===== src/rtl/ones_count_sampler.sv =====
`default_nettype none
// ============================================================================
// ones_count_sampler : windowed ones-count deltas queued in a FWFT FIFO
// Revision 1.0
// ============================================================================
module ones_count_sampler #(
  parameter int WINDOW = 8,
  parameter int DEPTH  = 4
) (
  input  logic                     clk,
  input  logic                     reset,
  input  logic                     en,
  input  logic [0:3]               count,
  output logic                     delta_valid,
  input  logic                     delta_ready,
  output logic [3:0]               delta,
  output logic [7:0]               seq,
  output logic [$clog2(DEPTH):0]   level,
  output logic                     overflow
);

  localparam int              AW         = $clog2(DEPTH);
  localparam int              WLAST_INT  = WINDOW - 1;
  localparam logic [3:0]      C_WLAST    = WLAST_INT[3:0];
  localparam logic [AW:0]     C_FULL     = DEPTH[AW:0];
  localparam logic [AW:0]     C_LVL_ONE  = {{AW{1'b0}}, 1'b1};
  localparam logic [AW-1:0]   C_PTR_ONE  = {{(AW-1){1'b0}}, 1'b1};

  logic [3:0]    wcnt_q,  wcnt_d;
  logic [3:0]    prev_q,  prev_d;
  logic [7:0]    seq_q,   seq_d;
  logic [AW-1:0] wptr_q,  wptr_d;
  logic [AW-1:0] rptr_q,  rptr_d;
  logic [AW:0]   level_q, level_d;
  logic          ovf_q,   ovf_d;
  logic [11:0]   mem_q [DEPTH];

  logic [3:0]    w_count;
  logic [3:0]    w_diff;
  logic          w_sample;
  logic          w_pop;
  logic          w_full;
  logic          w_push;

  // count arrives MSB-first as [0:3]; the plain assignment preserves its value
  assign w_count = count;
  assign w_diff  = w_count - prev_q;

  always_comb begin
    wcnt_d   = wcnt_q;
    prev_d   = prev_q;
    seq_d    = seq_q;
    wptr_d   = wptr_q;
    rptr_d   = rptr_q;
    level_d  = level_q;
    ovf_d    = ovf_q;

    w_pop    = (level_q != '0) && delta_ready;
    w_full   = (level_q == C_FULL);
    w_sample = en && (wcnt_q == C_WLAST);
    w_push   = w_sample && (!w_full || w_pop);

    if (en) begin
      wcnt_d = w_sample ? 4'd0 : wcnt_q + 4'd1;
    end

    // The sequence number advances even when the entry is dropped
    if (w_sample) begin
      prev_d = w_count;
      seq_d  = seq_q + 8'd1;
      if (!w_push) begin
        ovf_d = 1'b1;
      end
    end

    if (w_push) begin
      wptr_d = wptr_q + C_PTR_ONE;
    end
    if (w_pop) begin
      rptr_d = rptr_q + C_PTR_ONE;
    end

    case ({w_push, w_pop})
      2'b10:   level_d = level_q + C_LVL_ONE;
      2'b01:   level_d = level_q - C_LVL_ONE;
      default: level_d = level_q;
    endcase
  end

  always_ff @(posedge clk) begin
    if (reset) begin
      wcnt_q  <= 4'd0;
      prev_q  <= 4'd0;
      seq_q   <= 8'd0;
      wptr_q  <= '0;
      rptr_q  <= '0;
      level_q <= '0;
      ovf_q   <= 1'b0;
    end else begin
      wcnt_q  <= wcnt_d;
      prev_q  <= prev_d;
      seq_q   <= seq_d;
      wptr_q  <= wptr_d;
      rptr_q  <= rptr_d;
      level_q <= level_d;
      ovf_q   <= ovf_d;
    end
  end

  // Storage is cleared on reset so the head reads {seq 0, delta 0} while empty
  always_ff @(posedge clk) begin
    if (reset) begin
      for (int i = 0; i < DEPTH; i++) begin
        mem_q[i] <= 12'd0;
      end
    end else if (w_push) begin
      mem_q[wptr_q] <= {seq_q, w_diff};
    end
  end

  assign delta_valid  = (level_q != '0);
  assign {seq, delta} = mem_q[rptr_q];
  assign level        = level_q;
  assign overflow     = ovf_q;

endmodule
`default_nettype wire


===== config.mk =====
export PLATFORM = sky130hd
export DESIGN_NAME = ones_count_sampler
export DESIGN_NICKNAME = d
export VERILOG_FILES = /design/src/rtl/ones_count_sampler.sv
export SDC_FILE = /design/constraint.sdc
export NUM_CORES = 1
export LEC_CHECK = 0
export ABC_AREA = 1
export CAP_MARGIN = 30
export CORE_MARGIN = 3
export CORE_UTILIZATION = 40
export CTS_CLUSTER_SIZE = 24
export DETAILED_ROUTE_END_ITERATION = 12
export PLACE_DENSITY_LB_ADDON = 0.05
export SYNTH_ARGS = -nofsm -noshare
export SYNTH_HDL_FRONTEND = slang
export SYNTH_SLANG_ARGS = --single-unit
export TNS_END_PERCENT = 20

===== constraint.sdc =====
create_clock -name clk -period 6.7 [get_ports clk]
set_input_delay 0.67 -clock clk [delete_from_list [all_inputs] [get_ports clk]]
set_output_delay 0.67 -clock clk [all_outputs]
set_load 0.1 [all_outputs]

---- Word level (Yosys, flattened, before mapping) ----
Memory sizes are Yosys's and may differ from the RTL's. A register that Yosys moved wholly into a read port is not among the register bits.
Index checks and enable logic that the tools add are counted.
storage, ports and cells
  register bits ........................... 24
  bits in writable memories ............... 48
  input port bits ......................... 8
  output and inout port bits .............. 17
  logic and storage cells ................. 41
  memories ................................ 1
operators by class
  add/subtract/negate cells ............... 7
  equal/unequal tests ..................... 4
  mux-type cells .......................... 12
  bitwise operators ....................... 1
  reductions and logical operators ........ 9
memory list
  memory  depth  bits a word  read ports  clocked after Yosys merged registers in  wr ports  RTL line  source
  mem_q   4      12           1           1                                        4         36        logic [11:0] mem_q [DEPTH];
operators with widths
  cell                   number
  $mux W12               1
  $reduce_or A12 Y1      1
  $add A8 B1 Y8 const B  1
  $mux W1                6
  $mux W2                3
  $pmux W3 S2            1
  $add A2 B1 Y2 const B  2
  $add A4 B1 Y4 const B  1
  $eq A4 B3 Y1 const B   1
  $mux W4                1
  $sub A4 B4 Y4          1
  $add A3 B1 Y3 const B  1
  $eq A3 B3 Y1 const B   1
  $logic_and A1 B1 Y1    3
  $reduce_bool A3 Y1     1
  $sub A3 B1 Y3 const B  1
  $eq A2 B1 Y1 const B   1
  $eq A2 B2 Y1 const B   1
  $reduce_and A2 Y1      1
  $reduce_bool A2 Y1     1
  $logic_not A1 Y1       1
  $logic_or A1 B1 Y1     1
  $not A1 Y1             1

---- Logic depth before layout (Yosys ltp) ----
  word-level depth ........................ 9
  depth in mapped cells ................... 11
  depth with buffers taken out ............ 11

---- Worst setup path after synthesis ----
Ideal clock, no wire load.
  path type ............................... register to register
  start point ............................. register level_q[2] (netlist: level[2])
  end point ............................... register level_q[2] (netlist: level[2])
  setup time .............................. 0.116 ns
  arrival ................................. 3.008 ns
  setup slack ............................. 3.576 ns
  stages on the path, launching flop included .. 11
  buffers on the path ..................... 0
  clock period less this slack ............ 3.124 ns
  cells stage by stage .................... dfxtp_1 -> inv_1 -> nand2_1 -> nand2_1 -> inv_1 -> nand2_1 -> fa_1 -> inv_1 -> nand4_1 -> a21oi_1 -> nor2_1
between the ends
  word-level cells in the longest chain between the ends .. 6
ends and longest elaborated chain
  what                                               RTL line  source
  start: declaration                                 34        logic [AW:0] level_q, level_d;
  start signal: assignment                           105       level_q <= level_d;
  $reduce_bool A3 Y1 (*)                             -
  named net delta_valid                              14        output logic delta_valid,
  $logic_and A1 B1 Y1 (*)                            58        w_pop = (level_q != '0) && delta_ready;
  $logic_or A1 B1 Y1                                 61        w_push = w_sample && (!w_full || w_pop);
  $logic_and A1 B1 Y1                                61
  $eq A2 B1 Y1 or $eq A2 B2 Y1 (tied branches)       83        case ({w_push, w_pop})
  $pmux W3 S2 or $reduce_bool A2 Y1 (tied branches)  -
The timed path passes the listed nets; every way through them passes the cells marked *.
A chain may end at the register's enable or synchronous reset.

==> impl_metrics.tcl <==
set metrics [dict create \
    status "finished clean" \
    cts_tree "done" \
    rsz0062_at_grt "no" \
    drt_first_pass_iters 4 \
    cts_hold_buf 0 \
    nFillCells 755 \
    ant_nets 0 \
    grt-ovfl-total 0 \
    post-place-ws_ns 3.233 \
    switching_share_pct 42.54 \
    place_congestion 0.7544 \
    leakagePower_nw 1.468 \
    grt_pass1_vias 2302 \
    p_int_mw 0.8505 \
    drc_errors 0 \
    grt_util_all_layers_pct 15.45 \
    final_cells 484 \
    synth-seq-area-share_pct 58.70 \
    clk_pin_slew_ns 0.08 \
    dp_hpwl_um 4675 \
    highest_layer "met4" \
    cp.arrival_ns 3.13 \
    dieArea_um2 9488 \
    start_kind "register" \
    viasPerCell 4.986 \
    clockRootBuffer "clkbuf_8" \
    n_antenna_cell 0 \
    wl_met2_um 3131 \
    cts_setup_buffers 0 \
    die_x_um 97.41 \
    path_class "reg -> out" \
    grt_max_degree 26 \
    core_area_um2 7928 \
    drive_gt1_share_pct 9.162 \
    cts_max_level 3 \
    worstMarginPinSlew_ns 0.9796 \
    critPathMaxFanout 25 \
    synth_warnings 0 \
    die_h_um 97.41 \
    finClkSkew_ns 0.01082 \
    synth-seq-cells 74 \
    wl_met1_um 3385 \
    syn2layout_area_growth_pct 16.14 \
    path_cells "inv_1 -> o21ai_0 -> o22ai_1 -> clkdlybuf4s50_1" \
    postSynthAreaPerCell_um2 9.467 \
    pwr-share-seq_pct 36.4 \
    slew_viol_final 0 \
    synth_area_leaders "edfxtp_1 43%, dfxtp_1 16%, nor2_1 8.2%, o21ai_0 6.0%, inv_1 4.6%" \
    netlist_area_um2 3342 \
    wire_per_inst_um 14.38 \
    endpoint_kind "output pin" \
    hold_viol_final 0 \
    wl_met3_um 297 \
    cts_resized 0 \
    path_buf_inv 2 \
    vdd_ir_drop_max_uv 418.9 \
    dp.cells 468 \
    final_nets 392 \
    synth_cell_types 28 \
    synth_top_area_share_pct 43.13 \
    via_count 2413 \
    clkSinkCount 74 \
    cts_buffers 9 \
    pin_count 25 \
    p_total_mw 1.480 \
    setup_tns_ns 0 \
    power_density_nw_per_um2 381.4 \
    yosys.area.top_type "edfxtp_1" \
    max_clock_freq_mhz 263.2 \
    drtIter0Drc 194 \
    clockBufferDepth 2 \
    cp_top_family "buffers and inverters" \
    start_util_pct 42.16 \
    final-setup-viol-count 0 \
    post-route-period-util_pct 56.70 \
    antenna_found_initial 0 \
    timing.final.crit_period_ns 3.799 \
    min_path_type "reg -> reg" \
    synthCells 353 \
    fin_ws_ns 2.901 \
    utilization_pct 48.96 \
    p_clk_share_pct 25.5 \
    finalWirelength_um 6961 \
    power_frac_comb_pct 38.1 \
    slowest_stage "clkdlybuf4s50_1" \
    cap_viol_max_count 0 \
    syn_nets 368 \
    grt_pass1_wl_um 11540 \
    crit_required_ns 6.03 \
    p_switching_mw 0.6297 \
    rows 32 \
    slew-limit-headroom_pct 34.49 \
    clk_latency_ns 0.34 \
    max_stage_delay_ns 0.98 \
    port_buffers 24 \
]
[cell type report]
class | instances | area (µm²) | share of cell area (%)
inverter | 42 | 162.7 | 4.191
tap | 102 | 127.6 | 3.288
multi-input combinational | 224 | 1155 | 29.76
sequential | 74 | 1962 | 50.55
clock buffer | 11 | 141.4 | 3.643
clock inverter | 5 | 77.57 | 1.999
timing repair buffer | 26 | 255.2 | 6.576
[through the flow]
step / hold WS [ns] / instance area (µm²)
2_1_floorplan: 0.4331 / 3342
3_5_place_dp: 0.4531 / 3662
3_3_place_gp: 0.4478 / 3662
4_1_cts: 0.4628 / 3881
5_1_grt: 0.4879 / 3881
6_report: 0.4594 / 3881
[cells in the mapped netlist, drive strengths merged]
| library cell | instances |
|---|---|
| nand3 | 9 |
| fa | 2 |
| inv | 42 |
| edfxtp | 48 |
| buf | 3 |
| dfxtp | 26 |
| a211oi | 1 |
| nand4 | 2 |
| xor2 | 1 |
| o21ai | 40 |
| o31ai | 1 |
| nor3 | 7 |
| o22ai | 12 |
| a21oi | 17 |
| nand2 | 38 |
| nand3b | 1 |
| ha | 5 |
| nor2 | 86 |
| clkbuf | 10 |
| xnor2 | 2 |
[flip-flops by register name (all words and copies together), names as in the netlist, named ones only]
| signal | cells |
|---|---|
| rptr_q | 2 |
| wcnt_q | 4 |
| prev_q | 4 |
| mem_q | 48 |
| overflow | 1 |
| wptr_q | 2 |
| seq_q | 8 |
| level | 3 |
[power by group through the flow]
| stage | Clock [mW] | Combinational (mW) | Sequential (mW) |
|---|---|---|---|
| 3_3_place_gp | 0 | 0.561 | 0.548 |
| 4_1_cts | 0.385 | 0.567 | 0.539 |
| 3_5_place_dp | 0 | 0.566 | 0.549 |
| 2_1_floorplan | 0 | 0.408 | 0.584 |
| 6_report | 0.377 | 0.564 | 0.539 |
| 5_1_grt | 0.404 | 0.594 | 0.544 |
[logic make-up (layout without fill, tap and decap cells)]
family	Yosys count	after routing	synth area share (%)
xor+xnor	3	3	0.7864
fa+ha+maj	7	7	3.070
simple gates	143	143	19.32
flops	74	74	58.70
compound gates	71	71	11.23
buf+inv	55	84	6.889
[per-layer routing]
metal / vias to the layer above / global-route usage [%]
li1: 1226 / -
met1: 1121 / 20.72
met2: 54 / 23.88
met3: 12 / 2.943
met4: 0 / 7.774
met5: - / 0
[layout by cell type, fill, tap and decap left out, types with 2 or more instances in the layout]
cell type        count
nand3_1              8
inv_1               41
ha_1                 5
edfxtp_1            48
xnor2_1              2
fa_1                 2
clkbuf_8            10
nor3_1               7
nor2_1              73
buf_4                2
a21oi_1             17
nor2_2              11
nor2_4               2
clkdlybuf4s50_1     24
bufinv_16            2
dfxtp_1             26
o21ai_0             40
nand2_1             36
o22ai_1             12
[path summary, 6_finish.rpt]
path	start	end	slack (ns)	depth (start not counted)
min	prev_q[2]	prev_q[2]	0.46	2
max reg2reg	wcnt_q[0]	mem_q[1][9]	4.22	7
min reg2reg	prev_q[2]	prev_q[2]	0.46	2
max	register	seq[3]	2.90	4
[worst register-to-register path: stages, from the launching register on]
cell and delay, ns:
dfxtp_1 0.36, ha_1 0.25, nand4_4 0.28, nor2_4 0.22, nand2_4 0.13, inv_6 0.13
nand3_4 0.18, nand2_1 0.55
No activity file was read; power rests on OpenSTA's default activity.
